==> src/rtl/game_run_timer_pkg.sv <==
// Shared types and helpers for the MM:SS game run timer.
// Digits are packed BCD {min_tens, min_ones, sec_tens, sec_ones}.
package game_run_timer_pkg;

    localparam int DIGIT_W = 4;
    localparam logic [DIGIT_W-1:0] SEC_TENS_MAX = 4'd5;
    localparam logic [DIGIT_W-1:0] ONES_MAX     = 4'd9;

    typedef struct packed {
        logic [DIGIT_W-1:0] mt;
        logic [DIGIT_W-1:0] mo;
        logic [DIGIT_W-1:0] st;
        logic [DIGIT_W-1:0] so;
    } mmss_t;

    typedef enum logic {
        MODE_UP   = 1'b0,
        MODE_DOWN = 1'b1
    } mode_e;

    // Out-of-range load digits snap to the largest legal value.
    function automatic mmss_t clamp_mmss(input mmss_t v);
        mmss_t r;
        r = v;
        if (r.mt > ONES_MAX)     r.mt = ONES_MAX;
        if (r.mo > ONES_MAX)     r.mo = ONES_MAX;
        if (r.st > SEC_TENS_MAX) r.st = SEC_TENS_MAX;
        if (r.so > ONES_MAX)     r.so = ONES_MAX;
        return r;
    endfunction

endpackage

==> src/rtl/game_run_timer_if.sv <==
// Control and status bundle between the game top and the run timer.
// master drives controls and vsync; slave is the timer.
interface game_run_timer_if;
    logic        vsync;
    logic        run;
    logic        clear;
    logic        mode;
    logic [15:0] load_bcd;
    logic        show_best;
    logic [15:0] cur_nums;
    logic [15:0] best_nums;
    logic [15:0] disp_nums;
    logic        frame_tick;
    logic        sec_tick;
    logic        saturated;
    logic        expired;
    logic        new_best;

    modport master (
        output vsync, run, clear, mode, load_bcd, show_best,
        input  cur_nums, best_nums, disp_nums,
        input  frame_tick, sec_tick, saturated, expired, new_best
    );

    modport slave (
        input  vsync, run, clear, mode, load_bcd, show_best,
        output cur_nums, best_nums, disp_nums,
        output frame_tick, sec_tick, saturated, expired, new_best
    );
endinterface

==> src/rtl/game_run_timer_bcd_mmss_counter.sv <==
// Four-digit BCD minutes:seconds stepper with load and up/down step.
// Limit policy lives in the caller; at_max/at_zero report the bounds.
module bcd_mmss_counter
    import game_run_timer_pkg::*;
#(
    parameter int MAX_MIN_TENS = 9
) (
    input  logic  clk,
    input  logic  rst,
    input  logic  load,
    input  mmss_t load_val,
    input  logic  step,
    input  mode_e down,
    output mmss_t nums,
    output logic  at_max,
    output logic  at_zero
);

    localparam mmss_t MAX_VAL = '{
        mt: DIGIT_W'(MAX_MIN_TENS),
        mo: ONES_MAX,
        st: SEC_TENS_MAX,
        so: ONES_MAX
    };

    mmss_t nxt;

    assign at_max  = (nums == MAX_VAL);
    assign at_zero = (nums == '0);

    always_comb begin
        nxt = nums;
        if (down == MODE_DOWN) begin
            if (nums.so != '0) begin
                nxt.so = nums.so - 4'd1;
            end else begin
                nxt.so = ONES_MAX;
                if (nums.st != '0) begin
                    nxt.st = nums.st - 4'd1;
                end else begin
                    nxt.st = SEC_TENS_MAX;
                    if (nums.mo != '0) begin
                        nxt.mo = nums.mo - 4'd1;
                    end else begin
                        nxt.mo = ONES_MAX;
                        nxt.mt = nums.mt - 4'd1;
                    end
                end
            end
        end else begin
            if (nums.so != ONES_MAX) begin
                nxt.so = nums.so + 4'd1;
            end else begin
                nxt.so = '0;
                if (nums.st != SEC_TENS_MAX) begin
                    nxt.st = nums.st + 4'd1;
                end else begin
                    nxt.st = '0;
                    if (nums.mo != ONES_MAX) begin
                        nxt.mo = nums.mo + 4'd1;
                    end else begin
                        nxt.mo = '0;
                        nxt.mt = nums.mt + 4'd1;
                    end
                end
            end
        end
    end

    always_ff @(posedge clk or posedge rst) begin
        if (rst) begin
            nums <= '0;
        end else if (load) begin
            nums <= load_val;
        end else if (step) begin
            nums <= nxt;
        end
    end

endmodule

==> src/rtl/game_run_timer.sv <==
// Frame-counting MM:SS run clock with up/down modes, flags and best time.
// Frames come from vsync edges; clear restarts and latches the mode.
module game_run_timer
    import game_run_timer_pkg::*;
#(
    parameter int FRAMES_PER_SEC = 60,
    parameter int TICK_ON_RISE   = 1,
    parameter int MAX_MIN_TENS   = 9
) (
    input logic             clk,
    input logic             rst,
    game_run_timer_if.slave io
);

    localparam int FC_W = $clog2(FRAMES_PER_SEC);
    localparam logic [FC_W-1:0] FC_LAST = FC_W'(FRAMES_PER_SEC - 1);

    logic            vsync_q;
    logic            run_q;
    mode_e           mode_q;
    logic [FC_W-1:0] frame_cnt;
    logic            saturated_q;
    logic            expired_q;
    logic            frame_tick_q;
    logic            sec_tick_q;
    logic            new_best_q;
    mmss_t           best;
    mmss_t           cur;
    mmss_t           load_val;
    logic            at_max;
    logic            at_zero;

    logic vs_edge;
    logic advance;
    logic wrap;
    logic limit;
    logic hold;
    logic step;
    logic counted;
    logic reach_zero;
    logic run_fall;

    assign vs_edge = (TICK_ON_RISE != 0) ? (io.vsync & ~vsync_q)
                                         : (~io.vsync & vsync_q);
    assign advance = vs_edge & io.run & ~io.clear
                   & ~(saturated_q | expired_q);
    assign wrap    = advance & (frame_cnt == FC_LAST);
    assign limit   = (mode_q == MODE_DOWN) ? at_zero : at_max;
    // A wrap at the limit is swallowed: digits and frame_cnt both hold.
    assign hold    = wrap & limit;
    assign step    = wrap & ~limit;
    assign counted = advance & ~hold;
    assign reach_zero = step & (mode_q == MODE_DOWN)
                      & (cur == mmss_t'(16'h0001));
    assign run_fall = run_q & ~io.run;
    assign load_val = io.mode ? clamp_mmss(mmss_t'(io.load_bcd)) : '0;

    bcd_mmss_counter #(
        .MAX_MIN_TENS(MAX_MIN_TENS)
    ) u_cnt (
        .clk     (clk),
        .rst     (rst),
        .load    (io.clear),
        .load_val(load_val),
        .step    (step),
        .down    (mode_q),
        .nums    (cur),
        .at_max  (at_max),
        .at_zero (at_zero)
    );

    always_ff @(posedge clk or posedge rst) begin
        if (rst) begin
            vsync_q      <= 1'b0;
            run_q        <= 1'b0;
            mode_q       <= MODE_UP;
            frame_cnt    <= '0;
            saturated_q  <= 1'b0;
            expired_q    <= 1'b0;
            frame_tick_q <= 1'b0;
            sec_tick_q   <= 1'b0;
        end else begin
            vsync_q      <= io.vsync;
            run_q        <= io.run;
            frame_tick_q <= counted;
            sec_tick_q   <= step;
            if (io.clear) begin
                mode_q      <= mode_e'(io.mode);
                frame_cnt   <= '0;
                saturated_q <= 1'b0;
                expired_q   <= 1'b0;
            end else begin
                if (counted) begin
                    frame_cnt <= wrap ? '0 : frame_cnt + 1'b1;
                end
                if (hold && mode_q == MODE_UP) begin
                    saturated_q <= 1'b1;
                end
                // Also catches a freshly loaded 00:00 one cycle after clear.
                if (mode_q == MODE_DOWN && (reach_zero || at_zero)) begin
                    expired_q <= 1'b1;
                end
            end
        end
    end

    always_ff @(posedge clk or posedge rst) begin
        if (rst) begin
            best       <= '0;
            new_best_q <= 1'b0;
        end else if (run_fall && mode_q == MODE_UP && cur > best) begin
            best       <= cur;
            new_best_q <= 1'b1;
        end else begin
            new_best_q <= 1'b0;
        end
    end

    assign io.cur_nums   = cur;
    assign io.best_nums  = best;
    assign io.disp_nums  = io.show_best ? best : cur;
    assign io.frame_tick = frame_tick_q;
    assign io.sec_tick   = sec_tick_q;
    assign io.saturated  = saturated_q;
    assign io.expired    = expired_q;
    assign io.new_best   = new_best_q;

endmodule

==> src/flat_wrapper.sv <==
// flat-port wrapper written by rule: the top's interface ports become plain ports
module game_run_timer_flat import game_run_timer_pkg::*;
#(
    parameter int FRAMES_PER_SEC = 60,
    parameter int TICK_ON_RISE   = 1,
    parameter int MAX_MIN_TENS   = 9
)
  (clk, rst, io_vsync, io_run, io_clear, io_mode, io_load_bcd, io_show_best, io_cur_nums, io_best_nums, io_disp_nums, io_frame_tick, io_sec_tick, io_saturated, io_expired, io_new_best);
  game_run_timer_if io_i ();
  input logic clk;
  input logic rst;
  input wire logic [$bits(io_i.vsync)-1:0] io_vsync;
  input wire logic [$bits(io_i.run)-1:0] io_run;
  input wire logic [$bits(io_i.clear)-1:0] io_clear;
  input wire logic [$bits(io_i.mode)-1:0] io_mode;
  input wire logic [$bits(io_i.load_bcd)-1:0] io_load_bcd;
  input wire logic [$bits(io_i.show_best)-1:0] io_show_best;
  output wire logic [$bits(io_i.cur_nums)-1:0] io_cur_nums;
  output wire logic [$bits(io_i.best_nums)-1:0] io_best_nums;
  output wire logic [$bits(io_i.disp_nums)-1:0] io_disp_nums;
  output wire logic [$bits(io_i.frame_tick)-1:0] io_frame_tick;
  output wire logic [$bits(io_i.sec_tick)-1:0] io_sec_tick;
  output wire logic [$bits(io_i.saturated)-1:0] io_saturated;
  output wire logic [$bits(io_i.expired)-1:0] io_expired;
  output wire logic [$bits(io_i.new_best)-1:0] io_new_best;
  assign io_i.vsync = io_vsync;
  assign io_i.run = io_run;
  assign io_i.clear = io_clear;
  assign io_i.mode = io_mode;
  assign io_i.load_bcd = io_load_bcd;
  assign io_i.show_best = io_show_best;
  assign io_cur_nums = io_i.cur_nums;
  assign io_best_nums = io_i.best_nums;
  assign io_disp_nums = io_i.disp_nums;
  assign io_frame_tick = io_i.frame_tick;
  assign io_sec_tick = io_i.sec_tick;
  assign io_saturated = io_i.saturated;
  assign io_expired = io_i.expired;
  assign io_new_best = io_i.new_best;
  game_run_timer #(.FRAMES_PER_SEC(FRAMES_PER_SEC), .TICK_ON_RISE(TICK_ON_RISE), .MAX_MIN_TENS(MAX_MIN_TENS)) u_core (.clk(clk), .rst(rst), .io(io_i));
endmodule
==> config.mk <==
export PLATFORM = sky130hd
export DESIGN_NAME = game_run_timer_flat
export DESIGN_NICKNAME = d
export VERILOG_FILES = /design/src/rtl/game_run_timer_pkg.sv /design/src/rtl/game_run_timer_if.sv /design/src/rtl/game_run_timer_bcd_mmss_counter.sv /design/src/rtl/game_run_timer.sv /design/src/flat_wrapper.sv
export SDC_FILE = /design/constraint.sdc
export NUM_CORES = 1
export LEC_CHECK = 0
export CAP_MARGIN = 15
export CORE_MARGIN = 2
export CORE_UTILIZATION = 60
export CTS_CLUSTER_SIZE = 10
export DETAILED_ROUTE_END_ITERATION = 10
export DONT_BUFFER_PORTS = 1
export MAX_ROUTING_LAYER = met4
export PLACE_DENSITY = 0.84
export REMOVE_ABC_BUFFERS = 1
export SLEW_MARGIN = 15
export SYNTH_ARGS = -nofsm -noshare
export SYNTH_HDL_FRONTEND = slang
export SYNTH_SLANG_ARGS = --single-unit
==> constraint.sdc <==
create_clock -name clk -period 3.06 [get_ports clk]
set_input_delay 0.918 -clock clk [delete_from_list [all_inputs] [get_ports clk]]
set_output_delay 0.918 -clock clk [all_outputs]
set_load 0.05 [all_outputs]
Yosys cells after proc, flatten, opt, wreduce, memory -nomap -nowiden

Index checks and enable logic that the tools add are counted.

Bits in read-only memories: 0
Input bits: 23
Flip-flop bits (word level): 46
RAM bits: 0
Memories kept: 0
Output and inout port bits: 53
Bits in latches: 0

Bitwise operators: 19
Eq/ne operators: 12
Shifts and indexed selects: 0
Add/subtract/negate cells: 9
Multipliers: 0
Reduce and logical (&&, ||, !) cells: 16
Order comparisons: 5
Muxes and demuxes: 30
Div/mod/pow operators: 0

Operator list:

| kind                   | number |
|---|---|
| $mux W16               | 5 |
| $mux W4                | 12 |
| $mux W12               | 2 |
| $mux W6                | 3 |
| $add A4 B1 Y4 const B  | 4 |
| $eq A16 B1 Y1 const B  | 1 |
| $eq A16 B16 Y1 const B | 1 |
| $gt A16 B16 Y1         | 1 |
| $logic_not A16 Y1      | 1 |
| $mux W8                | 2 |
| $sub A4 B1 Y4 const B  | 4 |
| $gt A4 B4 Y1 const B   | 3 |
| $reduce_bool A4 Y1     | 3 |
| $and A1 B1 Y1          | 11 |
| $ne A3 B2 Y1 const B   | 3 |
| $ne A3 B3 Y1 const B   | 3 |
| $ne A4 B4 Y1 const B   | 2 |
| $reduce_bool A2 Y1     | 4 |
| $not A1 Y1             | 7 |
| $reduce_and A7 Y1      | 1 |
| $add A6 B1 Y6 const B  | 1 |
| $eq A6 B6 Y1 const B   | 1 |
| $mux W1                | 6 |
| $reduce_and A5 Y1      | 1 |
| 6 further kinds        | 9 |

Logic depth before layout (Yosys ltp)

Gate-level depths: netlist of the first run.

Depth in word-level cells: 13
Depth in mapped cells: 11
Mapped depth without buffers: 8

Hierarchy

A second synthesis of the first run with hierarchy kept.

Cells, all modules: 458
Area total of the unflattened synthesis: 3686.0 µm²

By module, submodules not included:

| module           | instances | sequential area each (µm²) | area each (µm²) | cells each |
|---|---|---|---|---|
| game_run_timer   | 1         | 750.7                      | 2303.5          | 279 |
| bcd_mmss_counter | 1         | 400.4                      | 1382.6          | 179 |

Worst setup path before layout of the first run

Ideal clock, no wire load.

Path type: input port to output port
Start: in io_show_best
End: out io_disp_nums[11]
Arrival time: 2.417 ns
Path slack: -0.275 ns
Stages on the path: 3
Required time: 2.142 ns
Buffers on the path: 2
Cell sequence: clkbuf_1 -> clkbuf_1 -> o21ai_0

Word-level cells in the longest chain between the ends: 1

RTL lines:

| element            | RTL line              | text |
|---|---|---|
| start: declaration | flat_wrapper.sv:17    | `input wire logic [$bits(io_i.show_best)-1:0] io_show_best;` |
| $mux W16           | game_run_timer.sv:121 | `assign io.disp_nums = io.show_best ? best : cur;` |
| end: declaration   | flat_wrapper.sv:20    | `output wire logic [$bits(io_i.disp_nums)-1:0] io_disp_nums;` |

No other way between the ends.

Final worst setup path of the first run

Start: reg u_core.best (netlist bit u_core.io.best_nums[9])
End: reg u_core.best (netlist bit u_core.io.best_nums[3])

Word-level cells in the longest chain between the ends: 2

RTL lines:

| element                  | RTL line              | text |
|---|---|---|
| start: declaration       | game_run_timer.sv:27  | `mmss_t best;` |
| start signal: assignment | game_run_timer.sv:112 | `best <= cur;` |
| $gt A16 B16 Y1           | game_run_timer.sv:111 | `end else if (run_fall && mode_q == MODE_UP && cur > best) begin` |
| $logic_and A1 B1 Y1      | game_run_timer.sv:111 |  |

No other way between the ends.
A chain may end at the register's enable or synchronous reset.

==> results of run 1 <==
[path summary, 6_finish.rpt]
check	slack, ns	startpoint	endpoint	cells past startpoint
max reg2reg	0.26	u_core.io.best_nums[9]	u_core.io.best_nums[3]	8
max	0.26	u_core.io.best_nums[9]	u_core.io.best_nums[3]	8
min	0.48	rst	u_core.io.best_nums[13]	1
max in group asynchronous	1.84	rst	u_core.io.best_nums[5]	2
min in group clk	0.55	u_core.io.best_nums[8]	u_core.io.best_nums[8]	2
min reg2reg	0.55	u_core.io.best_nums[8]	u_core.io.best_nums[8]	2
[placed cells by master (no fill, tap or decap), types with 3 or more instances in the layout]
cell type,instances
inv_1,29
a22oi_1,4
dfrtp_1,46
nand3_1,8
nand2b_1,3
o32ai_1,3
or2_2,3
o21ai_1,9
o22ai_1,3
mux2i_1,14
and3_1,4
a21oi_1,20
mux2_2,18
ha_1,19
nor2_1,19
a22o_1,3
o21ai_0,17
buf_4,43
o211ai_1,3
nand2_1,41
nand4_1,8
nor3_1,10
a21o_1,4
xnor2_1,3
clkbuf_8,5
nor4_1,3
nor2b_1,5
[routing by layer]
metal  GRT usage [%]  vias up  share of wire [%]
li1                -     1407                  -
met1           37.17     1416                 40
met2           46.24      169                 48
met3           7.011       33                9.2
met4           13.51        0                3.1
met5               -        -                  0
[critical path: stages, from the launching register on]
cell	delay, ns
dfrtp_1	0.37
inv_1	0.06
ha_1	0.31
a21o_1	0.18
a221o_1	0.31
a221oi_1	0.28
inv_1	0.08
o21bai_2	0.67
mux2_2	0.42
[area by class of cell]
| class | count | area share [%] |
|---|---|---|
| Clock buffer | 5 | 1.822 |
| Clock inverter | 3 | 1.192 |
| Inverter | 30 | 2.981 |
| Multi-Input combinational cell | 275 | 52.60 |
| Sequential cell | 46 | 30.47 |
| Tap cell | 72 | 2.385 |
| Timing Repair Buffer | 43 | 8.546 |
[sequential cells by signal, summed over array words and instances (netlist names)]
| name | cells |
|---|---|
| u_core.vsync_q | 1 |
| u_core.io.expired | 1 |
| u_core.io.frame_tick | 1 |
| u_core.io.new_best | 1 |
| u_core.mode_q | 1 |
| u_core.u_cnt.nums | 16 |
| u_core.io.best_nums | 16 |
| u_core.io.saturated | 1 |
| u_core.run_q | 1 |
| u_core.io.sec_tick | 1 |
| u_core.frame_cnt | 6 |
[logic make-up after synthesis]
| logic type | after synthesis |
|---|---|
| compound gates | 96 |
| xor+xnor | 5 |
| fa+ha+maj | 20 |
| buf+inv | 50 |
| flops | 46 |
| mux | 33 |
| simple gates | 121 |
[report_power, final]
group,switching [mW],internal [mW]
Sequential,0.0968,0.729
Clock,0.217,0.243
Combinational,1.15,0.512
Total,1.46,1.48
==> run_results.csv, run 1 <==
group,metric,value,unit
power_and_ir_drop,power_leakage,1.747,nW
detailed_routing,drt_wl_total,8676,um
detailed_routing,vias,3025,
global_route,grt_pass1_wl,14110,um
sta,period_share,91.65,%
clock_network,path_clk_slew,0.10,ns
layout,stdcell_count,474,
synth,synth_most_common_cell,"dfrtp_1",
detailed_routing,drc,0,
layout,multi_input_area,1987,sq um
layout,seq_area,1151,sq um
sta,timing.slew.headroom,45.26,%
synth,synth_area,3346,sq um
detailed_routing,via_per_inst,6.382,
synth,synth_compound_gate_area_share,19.75,%
critical_path,cp.required,3.25,ns
detailed_routing,dr.pass1.iters,7,
floorplanning,ios,76,
synth,synth_xor_area_share,1.309,%
synth,synth_top_area_cell,"dfrtp_1",
clock_network,hold_buffers,0,
place,dp.cells,466,
floorplanning,fp.dieW,78.68,um
synth,synthTopCellsByCount,"dfrtp_1 (46), nand2_1 (41), inv_1 (30), o21ai_0 (26), a21oi_1 (20)",
layout,layout-drive-gt1-share,21.39,%
floorplanning,placementRows,27,
worst_hold_path,min_path_type,"in -> async",
clock_network,cts_tree,"yes",
power_and_ir_drop,total_power,2.949,mW
clock_network,htree_levels,2,
critical_path,startpoint_type,"register",
layout,post-route-util,69.45,%
synth,async_reset_ff_share,100.0,%
global_route,grt_max_degree,31,
clock_network,insertion_delay,0.32,ns
clock_network,cts_setup_buffers,0,
global_route,track_usage,29.81,%
detailed_routing,drt_iter0_drc,385,
sta,fin_crit,2.804,ns
floorplanning,core-area,5439,sq um
detailed_routing,ant_nets,0,
critical_path,critPathMaxFanout,14,
floorplanning,dieArea,6190,sq um
run_status,outcome,"finished, final reports clean",
sta,hold_viol,0,
floorplanning,initial_core_util,61.51,%
place,gp_congestion,0.9511,
synth,synth_top_area_share,34.41,%
synth,synth_top_family_by_area,"simple AND/OR/NAND/NOR gates",
synth,synthMuxAreaShare,10.58,%
synth,ys_seq_area_share,34.41,%
critical_path,end_kind,"register",
layout,nets,444,
place,dpl-instance-area,3664,sq um
floorplanning,chipHeight,78.68,um
sta,fin_ws,0.2556,ns
flow_run,cap_violations,0,
synth,ys_types,67,
synth,avgSynthCellArea,9.018,sq um
synth,syn_inst,371,
synth,ys_ff_latch,46,
synth,synth_area_leaders,"dfrtp_1 (34%), ha_1 (7.1%), mux2_2 (6.1%)",
global_route,grt_pass1_vias,2969,
layout,fin_area,3777,sq um
clock_network,cts_root_buffer,"clkbuf_8",
synth,synth_edf_count,0,
clock_network,post_cts_resized,0,
sta,rsz0062_at_grt,"no",
layout,n_fill_cell,451,
critical_path,cp.arrival,3.00,ns
sta,setup_tns,0,ns
power_and_ir_drop,ir_worst_vdd,357.1,uV
clock_network,clkSinkCount,46,
layout,antenna_cells,0,
synth,synthFlopType,"dfrtp_1",
sta,fmax,356.6,MHz
global_route,grt_antenna_before_repair,0,
synth,synthAdderAreaFrac,7.704,%
sta,skew,0.01412,ns
sta,slew_viol_final,0,
clock_network,cts_buffer_depth,2,
detailed_routing,wl_per_cell,18.30,um
sta,setup_viol,0,
global_route,grt_remaining_overflow,0,
sta,tightest_slew,0.8205,ns
place,portBuffers,0,
layout,areaGrowthSynthToFinish,12.90,%
critical_path,critPathKind,"reg -> reg",
sta,whs,0.4819,ns
synth,yosys.area_share.simple,19.93,%
clock_network,numCtsBuffers,5,
place,place_hpwl,6480,um
place,dp_slack,0.2813,ns
power_and_ir_drop,power_density,780.7,nW/um^2
synth,yosysWarnings,0,
Note: power is estimated with default switching activity, not from simulation.
==> run 2, diff against run 1 <==
SYNTH_HIERARCHICAL = 1   (was unset)
==> run_results.csv, run 2 <==
group,metric,value,unit
run_status,outcome,"finished, final reports clean",
detailed_routing,drt_wl_total,10200,um
clock_network,path_clk_slew,0.11,ns
clock_network,numCtsBuffers,5,
layout,layout-drive-gt1-share,15.99,%
layout,areaGrowthSynthToFinish,13.14,%
detailed_routing,drt_iter0_drc,335,
power_and_ir_drop,ir_worst_vdd,446.9,uV
floorplanning,core-area,5921,sq um
synth,avgSynthCellArea,8.048,sq um
global_route,grt_remaining_overflow,0,
synth,synth_top_area_cell,"dfrtp_1",
layout,layout_common_cells,"buf_4 (57), inv_1 (46), dfrtp_1 (46)",
detailed_routing,ant_nets,0,
sta,skew,0.01606,ns
sta,fin_crit,2.753,ns
sta,tightest_slew,0.7149,ns
place,portBuffers,0,
critical_path,critPathMaxFanout,37,
power_and_ir_drop,power_leakage,1.914,nW
global_route,grt_pass1_vias,3523,
synth,syn_inst,458,
layout,post-route-util,70.44,%
power_and_ir_drop,power_density,583.0,nW/um^2
synth,yosysWarnings,6,
global_route,grt_antenna_before_repair,0,
synth,synth_area_leaders,"dfrtp_1 (31%), ha_1 (6.4%), o21ai_0 (5.3%)",
floorplanning,chipHeight,82.38,um
critical_path,critPathKind,"in -> reg",
synth,synth_top_area_share,31.23,%
critical_path,cp.required,3.27,ns
detailed_routing,vias,3764,
layout,n_fill_cell,467,
sta,setup_viol,0,
global_route,track_usage,32.20,%
layout,nets,536,
floorplanning,dieArea,6786,sq um
global_route,grt_pass1_wl,16640,um
sta,rsz0062_at_grt,"no",
detailed_routing,drc,0,
synth,ys_ff_latch,46,
clock_network,htree_levels,2,
synth,ys_types,62,
critical_path,end_kind,"register",
sta,fmax,363.2,MHz
sta,hold_viol,0,
worst_hold_path,min_path_type,"in -> async",
critical_path,cp.arrival,2.97,ns
floorplanning,placementRows,28,
clock_network,post_cts_resized,0,
detailed_routing,dr.pass1.iters,5,
layout,layout_commonest_cell,"buf_4",
clock_network,clkSinkCount,46,
clock_network,cts_buffer_depth,2,
synth,async_reset_ff_share,100.0,%
floorplanning,fp.dieW,82.38,um
critical_path,reg2reg_depth,10,
place,place_hpwl,7113,um
power_and_ir_drop,total_power,2.431,mW
sta,slew_viol_final,0,
clock_network,cts_root_buffer,"clkbuf_8",
global_route,grt_max_degree,38,
floorplanning,initial_core_util,62.26,%
clock_network,cts_setup_buffers,0,
clock_network,insertion_delay,0.31,ns
synth,synth_area,3686,sq um
clock_network,cts_tree,"yes",
critical_path,startpoint_type,"input pin",
synth,synthFlopType,"dfrtp_1",
flow_run,cap_violations,0,
synth,synth_edf_count,0,
sta,fin_ws,0.3065,ns
detailed_routing,wl_per_cell,17.92,um
detailed_routing,via_per_inst,6.615,
synth,synthTopCellsByCount,"dfrtp_1 (46), inv_1 (46), nand2_1 (45), o21ai_0 (39), a21oi_1 (30)",
synth,ys_seq_area_share,31.23,%
sta,timing.slew.headroom,52.34,%
sta,period_share,89.98,%
place,dp_slack,0.1471,ns
sta,setup_tns,0,ns
clock_network,hold_buffers,0,
place,gp_congestion,0.8972,
layout,antenna_cells,0,
floorplanning,ios,76,
==> run 2: cell type report <==
class / instances / area (sq um) / area share [%]
Sequential cell: 46 / 1151 / 27.60
Clock buffer: 5 / 68.82 / 1.650
Inverter: 47 / 176.4 / 4.230
Tap cell: 75 / 93.84 / 2.250
Clock inverter: 3 / 43.79 / 1.050
Multi-Input combinational cell: 336 / 2208 / 52.96
Timing Repair Buffer: 57 / 427.9 / 10.26
==> run 2: metrics by stage <==
step / area [sq um] / cells / hold WS, ns
after global placement: 4058 / 561 / 0.5328
final: 4170 / 569 / 0.5675
after global routing: 4170 / 569 / 0.5836
after detailed placement: 4058 / 561 / 0.5425
after floorplan: 3536 / 429 / 0.5046
after CTS: 4170 / 569 / 0.5642
==> run 2: cells by family after synthesis <==
family          after synthesis  share of synthesized area (%)
other cells                   1                         0.1017
simple gates                156                          23.12
flops                        46                          31.23
mux                           5                          1.392
xor+xnor                      9                          2.138
fa+ha+maj                    20                          6.993
compound gates              145                          26.17
buf+inv                      76                          8.859
==> run 2: worst paths after layout <==
| kind | start | to | slack, ns |
|---|---|---|---|
| setup / recovery | io_clear | u_core/u_cnt/nums[12] | 0.31 |
| hold / removal | rst | u_core/io.best_nums[12] | 0.57 |
| min in group clk | u_core/frame_cnt[4] | u_core/frame_cnt[4] | 0.57 |
| setup reg to reg | u_core/u_cnt/nums[5] | u_core/u_cnt/nums[4] | 0.35 |
| max in group asynchronous | rst | u_core/u_cnt/nums[2] | 2.06 |
| hold reg to reg | u_core/frame_cnt[4] | u_core/frame_cnt[4] | 0.57 |
==> run 2: where the power goes <==
part / switching (mW) / internal, mW / leakage (nW)
Clock: 0.226 / 0.245 / 0.0585
Combinational: 0.871 / 0.369 / 1.33
Sequential: 0.0477 / 0.672 / 0.529
==> run 2: critical path, cell delays in order <==
cell	delay (ns)
nor4b_2	0.25
and3b_1	0.29
nand2_1	0.11
nor2_1	0.18
nor2_1	0.10
a21oi_1	0.30
o2111ai_2	0.28
or3_1	0.42
o21ai_0	0.10
==> run 2: routing by layer <==
layer / vias up / wire (um) / GRT usage (%)
met5: - / 0 / -
met1: 1783 / 4201 / 41.01
li1: 1744 / - / -
met3: 20 / 882 / 5.761
met4: 0 / 129 / 7.000
met2: 217 / 4984 / 53.71
==> run 3, diff against run 2 <==
REMOVE_ABC_BUFFERS = unset   (was 1)
==> run_results.csv, run 3 (synthesis results as in run 2) <==
group,metric,value,unit
run_status,outcome,"finished, final reports clean",
detailed_routing,vias,3805,
layout,seq_area,1151,sq um
global_route,grt_max_degree,38,
synth,syn-num-nets,501,
global_route,grt_pass1_wl,16930,um
critical_path,cp.arrival,2.96,ns
sta,fmax,357.9,MHz
critical_path,worstSetupStartpoint,"u_core/u_cnt/nums[2]",
layout,areaGrowthSynthToFinish,13.99,%
detailed_routing,drt_iter0_drc,325,
layout,layout_commonest_cell,"buf_4",
critical_path,cp.depth,7,
sta,tightest_slew,0.7604,ns
floorplanning,dieArea,6786,sq um
layout,antenna_cells,0,
critical_path,cp.required,3.22,ns
detailed_routing,drc,0,
power_and_ir_drop,swShare,47.42,%
critical_path,critPathSlowestCell,"and3_1",
critical_path,r2r_end,"u_core/io.best_nums[13]",
clock_network,insertion_delay,0.31,ns
place,dp.cells,565,
critical_path,path_delay_family,"simple AND/OR/NAND/NOR gates",
layout,nets,540,
global_route,track_usage,32.95,%
layout,layout_common_cells,"buf_4 (61), inv_1 (46), dfrtp_1 (46)",
clock_network,hold_buffers,0,
critical_path,critPathMaxStageDelay,0.78,ns
global_route,grt_antenna_before_repair,0,
floorplanning,placementRows,28,
sta,hold_viol,0,
global_route,grt_pass1_vias,3678,
clock_network,clkSinkCount,46,
power_and_ir_drop,power_frac_comb,49.7,%
sta,skew,0.01121,ns
detailed_routing,wl_per_cell,18.51,um
layout,layout-drive-gt1-share,16.67,%
clock_network,htree_levels,2,
clock_network,cts_tree,"yes",
place,portBuffers,0,
critical_path,r2r-start,"u_core/u_cnt/nums[2]",
critical_path,path_buf_inv,1,
clock_network,cts_buffer_depth,2,
critical_path,end_kind,"register",
critical_path,cp_cell_sequence,"buf_4 > ha_1 > nand2_1 > a21oi_1 > o21ai_2 > and3_1 > o31ai_1",
critical_path,critPathKind,"reg -> reg",
power_and_ir_drop,switchingPower,1.161,mW
global_route,grt_remaining_overflow,0,
floorplanning,fp.dieW,82.38,um
sta,slew_viol_final,0,
power_and_ir_drop,ir_worst_vdd,419.6,uV
detailed_routing,dr.pass1.iters,6,
clock_network,cts_root_buffer,"clkbuf_8",
floorplanning,ios,76,
detailed_routing,ant_nets,0,
layout,post-route-util,70.96,%
flow_run,cap_violations,0,
power_and_ir_drop,clock_power_share,19.0,%
layout,multi_input_area,2212,sq um
sta,fin_crit,2.794,ns
detailed_routing,drt_wl_total,10610,um
critical_path,startpoint_type,"register",
critical_path,critPathMaxFanout,17,
sta,setup_viol,0,
power_and_ir_drop,p_int,1.287,mW
sta,period_share,91.30,%
power_and_ir_drop,total_power,2.449,mW
floorplanning,chipHeight,82.38,um
clock_network,cts_setup_buffers,0,
worst_hold_path,min_path_type,"in -> async",
critical_path,reg2reg_depth,7,
critical_path,cp-endpoint,"u_core/io.best_nums[13]",
floorplanning,initial_core_util,62.26,%
layout,stdcell_count,573,
power_and_ir_drop,power_density,582.8,nW/um^2
power_and_ir_drop,power_leakage,1.926,nW
power_and_ir_drop,power_frac_seq,31.3,%
sta,timing.slew.headroom,49.31,%
sta,rsz0062_at_grt,"no",
clock_network,path_clk_slew,0.09,ns
layout,n_fill_cell,457,
critical_path,rrSetupSlack,0.27,ns
detailed_routing,via_per_inst,6.640,
clock_network,post_cts_resized,0,
floorplanning,core-area,5921,sq um
place,place_hpwl,7600,um
clock_network,numCtsBuffers,5,
place,gp_congestion,0.8960,
[run 3: cell count changes in the layout (fill, tap and decap cells not counted), sizes merged]
cell | before | now
inv | 47 | 46
clkinv | 2 | 1
buf | 57 | 61
clkbuf | 5 | 6
clkinvlp | 0 | 1
[run 3: layout make-up]
| class | count | share of cell area, % |
|---|---|---|
| inverter | 47 | 4.199 |
| clock buffer | 6 | 1.727 |
| clock inverter | 2 | 0.8934 |
| timing repair buffer | 61 | 10.90 |
| multi-input combinational | 336 | 52.65 |
| tap | 75 | 2.233 |
| sequential | 46 | 27.40 |
[run 3: how the worst min path moves through the flow]
stage / from / end
5_1_grt: rst / u_core/io.sec_tick
4_1_cts: u_core/frame_cnt[1] / u_core/frame_cnt[1]
3_5_place_dp: u_core/frame_cnt[1] / u_core/frame_cnt[1]
6_report: rst / u_core/u_cnt/nums[1]
3_3_place_gp: u_core/frame_cnt[1] / u_core/frame_cnt[1]
2_1_floorplan: u_core/frame_cnt[1] / u_core/frame_cnt[1]
[run 3: power groups by stage]
stage                     sequential [mW]  clock (mW)  combinational [mW]
after CTS                           0.763       0.471                1.20
after global placement              0.768           0                1.15
after global routing                0.772       0.500                1.31
after floorplan                     0.999           0               0.668
final                               0.766       0.465                1.22
after detailed placement            0.773           0                1.19
[run 3: metrics by stage]
step	hold slack, ns	TNS, ns	instance area, sq um	worst slack (ns)
2_1_floorplan	0.5046	-0.6570	3686	-0.05139
3_3_place_gp	0.5256	0	4088	0.3152
3_5_place_dp	0.5321	0	4088	0.2244
5_1_grt	0.5890	0	4202	0.04770
4_1_cts	0.5557	0	4198	0.3484
6_report	0.5625	0	4202	0.2661
[run 3: layer usage]
metal  share of wire [%]  global-route usage [%]  wire length [um]
met1                  40                   39.60              4261
met5                   0                       -                 0
met3                 8.7                   7.065               926
met2                  49                   54.44              5168
met4                 2.4                   12.17               252
